$ cat src/rtl/match_controller.sv
// Pong match sequencer: serve selection, rally, scoring, inter-point pause and match-over.
// Optional auto-serve timeout is enabled by defining MATCH_CTRL_AUTO_SERVE_EN.
module match_controller #(
    parameter int unsigned SCORE_WIDTH      = 4,
    parameter int unsigned WIN_SCORE        = 11,
    parameter int unsigned PAUSE_TICKS      = 60,
    parameter int unsigned FIRST_SERVER     = 0,
    parameter int unsigned AUTO_SERVE_TICKS = 180
) (
    input  logic                   i_clock,
    input  logic                   i_reset_n,
    input  logic                   i_tick,
    input  logic                   i_left_click,
    input  logic                   i_right_click,
    input  logic                   i_left_miss,
    input  logic                   i_right_miss,
    output logic                   o_left_will_start,
    output logic                   o_right_will_start,
    output logic                   o_ball_in_game,
    output logic                   o_game_over,
    output logic                   o_left_winner,
    output logic                   o_point,
    output logic [SCORE_WIDTH-1:0] o_left_score,
    output logic [SCORE_WIDTH-1:0] o_right_score,
    output logic [2:0]             o_state
);

    localparam int unsigned PAUSE_W = (PAUSE_TICKS > 0) ? $clog2(PAUSE_TICKS + 1) : 1;

    typedef enum logic [2:0] {
        ST_IDLE        = 3'b000,
        ST_LEFT_SERVE  = 3'b001,
        ST_RIGHT_SERVE = 3'b010,
        ST_IN_PLAY     = 3'b011,
        ST_POINT_PAUSE = 3'b100,
        ST_GAME_OVER   = 3'b101
    } state_e;

    // Elaboration-time parameter sanity checks
    if (WIN_SCORE < 1 || WIN_SCORE > (2 ** SCORE_WIDTH) - 1) begin : g_bad_win
        $error("WIN_SCORE out of range");
    end
    if (AUTO_SERVE_TICKS < 1) begin : g_bad_auto
        $error("AUTO_SERVE_TICKS must be at least 1");
    end

    state_e                 state_q, state_d;
    logic [SCORE_WIDTH-1:0] left_score_q, left_score_d;
    logic [SCORE_WIDTH-1:0] right_score_q, right_score_d;
    logic [PAUSE_W-1:0]     pause_cnt_q, pause_cnt_d;
    logic                   pend_right_q, pend_right_d;
    logic                   point_q, point_d;
    logic                   auto_fire;
    logic                   win_reached;

`ifdef MATCH_CTRL_AUTO_SERVE_EN
    localparam int unsigned SERVE_W = $clog2(AUTO_SERVE_TICKS + 1);

    logic [SERVE_W-1:0] serve_cnt_q, serve_cnt_d;
    logic               in_serve;

    assign in_serve  = (state_q == ST_LEFT_SERVE) || (state_q == ST_RIGHT_SERVE);
    // Fires on the tick that brings the count to AUTO_SERVE_TICKS
    assign auto_fire = in_serve && i_tick && (serve_cnt_q == SERVE_W'(AUTO_SERVE_TICKS - 1));

    always_comb begin
        serve_cnt_d = '0;
        if (in_serve) begin
            serve_cnt_d = i_tick ? serve_cnt_q + SERVE_W'(1) : serve_cnt_q;
        end
    end

    always_ff @(posedge i_clock or negedge i_reset_n) begin
        if (!i_reset_n) begin
            serve_cnt_q <= '0;
        end else begin
            serve_cnt_q <= serve_cnt_d;
        end
    end
`else
    assign auto_fire = 1'b0;
`endif

    assign win_reached = (left_score_q == SCORE_WIDTH'(WIN_SCORE)) ||
                         (right_score_q == SCORE_WIDTH'(WIN_SCORE));

    // Next-state, score and pause-counter logic
    always_comb begin
        state_d       = state_q;
        left_score_d  = left_score_q;
        right_score_d = right_score_q;
        pause_cnt_d   = pause_cnt_q;
        pend_right_d  = pend_right_q;
        point_d       = 1'b0;

        case (state_q)
            ST_IDLE: begin
                left_score_d  = '0;
                right_score_d = '0;
                pend_right_d  = (FIRST_SERVER != 0);
                state_d       = (FIRST_SERVER != 0) ? ST_RIGHT_SERVE : ST_LEFT_SERVE;
            end
            ST_LEFT_SERVE: begin
                if (i_left_click || auto_fire) begin
                    state_d = ST_IN_PLAY;
                end
            end
            ST_RIGHT_SERVE: begin
                if (i_right_click || auto_fire) begin
                    state_d = ST_IN_PLAY;
                end
            end
            ST_IN_PLAY: begin
                // Left miss has priority when both sides miss together
                if (i_left_miss) begin
                    right_score_d = right_score_q + SCORE_WIDTH'(1);
                    pend_right_d  = 1'b1;
                    pause_cnt_d   = '0;
                    point_d       = 1'b1;
                    state_d       = ST_POINT_PAUSE;
                end else if (i_right_miss) begin
                    left_score_d = left_score_q + SCORE_WIDTH'(1);
                    pend_right_d = 1'b0;
                    pause_cnt_d  = '0;
                    point_d      = 1'b1;
                    state_d      = ST_POINT_PAUSE;
                end
            end
            ST_POINT_PAUSE: begin
                if (pause_cnt_q == PAUSE_W'(PAUSE_TICKS)) begin
                    if (win_reached) begin
                        state_d = ST_GAME_OVER;
                    end else begin
                        state_d = pend_right_q ? ST_RIGHT_SERVE : ST_LEFT_SERVE;
                    end
                end else if (i_tick) begin
                    pause_cnt_d = pause_cnt_q + PAUSE_W'(1);
                end
            end
            ST_GAME_OVER: begin
                if (i_left_click || i_right_click) begin
                    left_score_d  = '0;
                    right_score_d = '0;
                    state_d       = ST_IDLE;
                end
            end
            default: begin
                left_score_d  = '0;
                right_score_d = '0;
                state_d       = ST_IDLE;
            end
        endcase
    end

    always_ff @(posedge i_clock or negedge i_reset_n) begin
        if (!i_reset_n) begin
            state_q       <= ST_IDLE;
            left_score_q  <= '0;
            right_score_q <= '0;
            pause_cnt_q   <= '0;
            pend_right_q  <= (FIRST_SERVER != 0);
            point_q       <= 1'b0;
        end else begin
            state_q       <= state_d;
            left_score_q  <= left_score_d;
            right_score_q <= right_score_d;
            pause_cnt_q   <= pause_cnt_d;
            pend_right_q  <= pend_right_d;
            point_q       <= point_d;
        end
    end

    assign o_state            = state_q;
    assign o_left_will_start  = (state_q == ST_LEFT_SERVE);
    assign o_right_will_start = (state_q == ST_RIGHT_SERVE);
    assign o_ball_in_game     = (state_q == ST_IN_PLAY);
    assign o_game_over        = (state_q == ST_GAME_OVER);
    assign o_left_winner      = (state_q == ST_GAME_OVER) &&
                                (left_score_q == SCORE_WIDTH'(WIN_SCORE));
    assign o_point            = point_q;
    assign o_left_score       = left_score_q;
    assign o_right_score      = right_score_q;

endmodule

$ cat config.mk
export PLATFORM = sky130hd
export DESIGN_NAME = match_controller
export DESIGN_NICKNAME = d
export VERILOG_FILES = /design/src/rtl/match_controller.sv
export SDC_FILE = /design/constraint.sdc
export NUM_CORES = 1
export LEC_CHECK = 0
export CORE_MARGIN = 5
export CORE_UTILIZATION = 45
export DETAILED_ROUTE_END_ITERATION = 6
export PLACE_DENSITY = 0.77
export SLEW_MARGIN = 40
export SYNTH_ARGS = -nofsm -noshare
export SYNTH_HDL_FRONTEND = slang
export SYNTH_SLANG_ARGS = --single-unit
$ cat constraint.sdc
create_clock -name i_clock -period 4 [get_ports i_clock]
set_input_delay 0.6 -clock i_clock [delete_from_list [all_inputs] [get_ports i_clock]]
set_output_delay 0.6 -clock i_clock [all_outputs]
set_load 0.01 [all_outputs]
==> impl_metrics.yaml <==
run_status:
  outcome: "completed"
min_path:
  hp-class: "input port to async pin"
setup_path:
  end_kind: "primary output"
  cpMaxStageDelayCell: "clkdlybuf4s50_1"
  critPathKind: "register to primary output"
  cp.required_ns: 3.40
  worst-endpoint-arrival_ns: 2.04
  critical-path-top-delay-family: "buffers and inverters"
  slowest_delay_ns: 0.62
  startpoint_type: "register"
  crit_chain: "and3b_1, clkdlybuf4s50_1"
  worst-path-buf-inv: 1
  cp_max_fo: 17
timing:
  final.setup.tns_ns: 0
  drv_slew: 0
  fin_crit_sh: 0.660
  fin_crit_ns: 2.64
  setup_violations: 0
  rsz0062_at_grt: "false"
  tightest_slew_ns: 0.533
  fmax_mhz: 379
  fin_skew_ns: 0.000998
  maxSlewHeadroom: 0.645
  finalHoldViolations: 0
yosys:
  synth_seq_cells: 19
  syn_area_um2: 1200
  yosysWarnings: 0
  syn_avg_cell_area_um2: 9.38
  synth_top_area_frac: 0.396
  ys_types: 44
  yosys.cell_count.top_type: "dfrtp_1"
  synthTopCellsByCount: "dfrtp_1 (19), nand2_1 (13), nand3_1 (11)"
  synth_nets: 139
  yosys-top-cells-area: "dfrtp_1 (40%), nand3_1 (4.6%), ha_1 (4.2%)"
  ys.flop_type: "dfrtp_1"
  yosysSeqAreaShare: 0.396
  async_flop_share: 1.00
  yosys.area.top_type: "dfrtp_1"
  synth_edf_count: 0
  synthCells: 128
global_routing:
  grt_pass1_wl_um: 4490
  grt_max_degree: 20
  antenna_found_initial: 0
  gr-usage-all-layers: 0.158
  grt_remaining_overflow: 0
  first_global_vias: 1031
clock_tree:
  root_buffer: "clkbuf_4"
  htreeDepth: 1
  clk_latency_ns: 0.29
  cts_setup_buffers: 0
  cts.sinks: 19
  cts.path.max_buffers: 2
  cts_resized: 0
  hold_buffers: 0
  cts_tree: "done"
  cts.clk_slew.worst_paths_ns: 0.10
  cts_made_buffers: 3
cells_and_area:
  layout-drive-gt1-share: 0.107
  register_area_um2: 475
  fin_util: 0.571
  layout.nets: 161
  stdcell_count: 179
  n_antenna_cell: 0
  fillers: 228
  area_growth_pct: 19.9
  multi_input_area_um2: 649
drt:
  ant_nets: 0
  vias: 1023
  wl_per_cell_um: 14.4
  dr.first_iter.drc_count: 15
  drc_errors: 0
  routed_via_density: 5.72
  dr.pass1.iters: 4
  wl_um: 2570
floorplan:
  die_x_um: 61.7
  io_pins: 24
  rows: 18
  fp.dieH_um: 61.7
  initial_core_util: 0.476
  core_um2: 2520
  die_area_um2: 3800
placed_design:
  portBuffers: 23
  place_hpwl_um: 1900
  routabilityCongestion: 0.850
  numPlacedInstances: 175
power_and_ir_drop:
  power_density_nw_per_um2: 568
  vdd_drop_max_mv: 0.391
  leakagePower_nw: 0.618
job:
  cap_violations: 0
-- cells by family after synthesis --
logic type	synth area share
and+or+nand+nor	0.260
buffers and inverters	0.0635
muxes	0.00833
DFF	0.396
adders and majority gates	0.0417
AOI/OAI and AO/OA	0.230
-- sequential cells by signal, indices dropped and copies added, names as in the netlist --
| signal | cells |
|---|---|
| pause_cnt_q | 6 |
| o_left_score | 4 |
| o_right_score | 4 |
| o_state | 3 |
| o_point | 1 |
| pend_right_q | 1 |
-- area by class of cell --
type | count | share of cell area
clock buffer | 4 | 0.0182
inverter | 7 | 0.0182
multi-input combinational | 96 | 0.451
sequential | 19 | 0.330
tap | 30 | 0.0261
timing repair buffer | 23 | 0.156
-- path summary, 6_finish.rpt --
path | from | end | slack [ns] | cells past startpoint
worst max-delay path | o_state[2] | o_ball_in_game | 1.36 | 2
worst min-delay path | i_reset_n | o_right_score[2] | 0.23 | 1
worst max register to register | o_state[2] | o_left_score[3] | 2.31 | 4
worst min register to register | o_right_score[3] | o_right_score[3] | 0.54 | 1
max in group asynchronous | i_reset_n | pend_right_q | 3.46 | 1
min in group i_clock | o_right_score[3] | o_right_score[3] | 0.54 | 1
-- worst register-to-register path, delay by kind of cell, from the launching register on --
| kind | cells | cell delay [ns] |
|---|---|---|
| DFF | 1 | 0.59 |
| and+or+nand+nor | 2 | 0.79 |
| AOI/OAI and AO/OA | 2 | 0.25 |
-- stage by stage --
| step | worst slack, ns | power (mW) | hold slack [ns] | area, um^2 |
|---|---|---|---|---|
| detailed placement | 1.69 | 0.727 | 0.514 | 1410 |
| floorplan | 2.34 | 0.587 | 0.304 | 1200 |
| global route | 1.18 | 0.890 | 0.260 | 1440 |
| global placement | 1.75 | 0.718 | 0.492 | 1420 |
| CTS | 1.35 | 0.826 | 0.239 | 1440 |
| finish | 1.36 | 0.818 | 0.234 | 1440 |
-- metal layers --
layer | vias to the layer above | track usage | share of wire
met5 | - | 0 | 0
met4 | 0 | 0.0545 | 0.0051
met3 | 2 | 0.0335 | 0.048
met2 | 18 | 0.268 | 0.49
met1 | 494 | 0.198 | 0.45
li1 | 509 | - | -
-- power by group --
part	leakage (nW)	internal, mW	total [mW]	switching, mW
Combinational	0.347	0.210	0.399	0.189
Clock	0.0150	0.0387	0.0955	0.0567
Sequential	0.256	0.234	0.324	0.0890
Total	0.618	0.483	0.818	0.335
-- cell usage in the layout, fill, tap and decap left out, types with 2 or more instances in the layout --
cell type,instances
dfrtp_1,19
o21a_1,2
o21ai_1,5
nor2b_1,3
nand2_1,13
nand2b_1,3
nor2_1,9
a31oi_1,7
clkbuf_4,3
o211ai_1,2
a21oi_1,3
ha_1,4
clkdlybuf4s50_1,22
and3_1,2
o21ai_0,4
and2_2,2
inv_1,7
nand3_1,11
and3b_1,2
(Power assumes the default switching activity.)
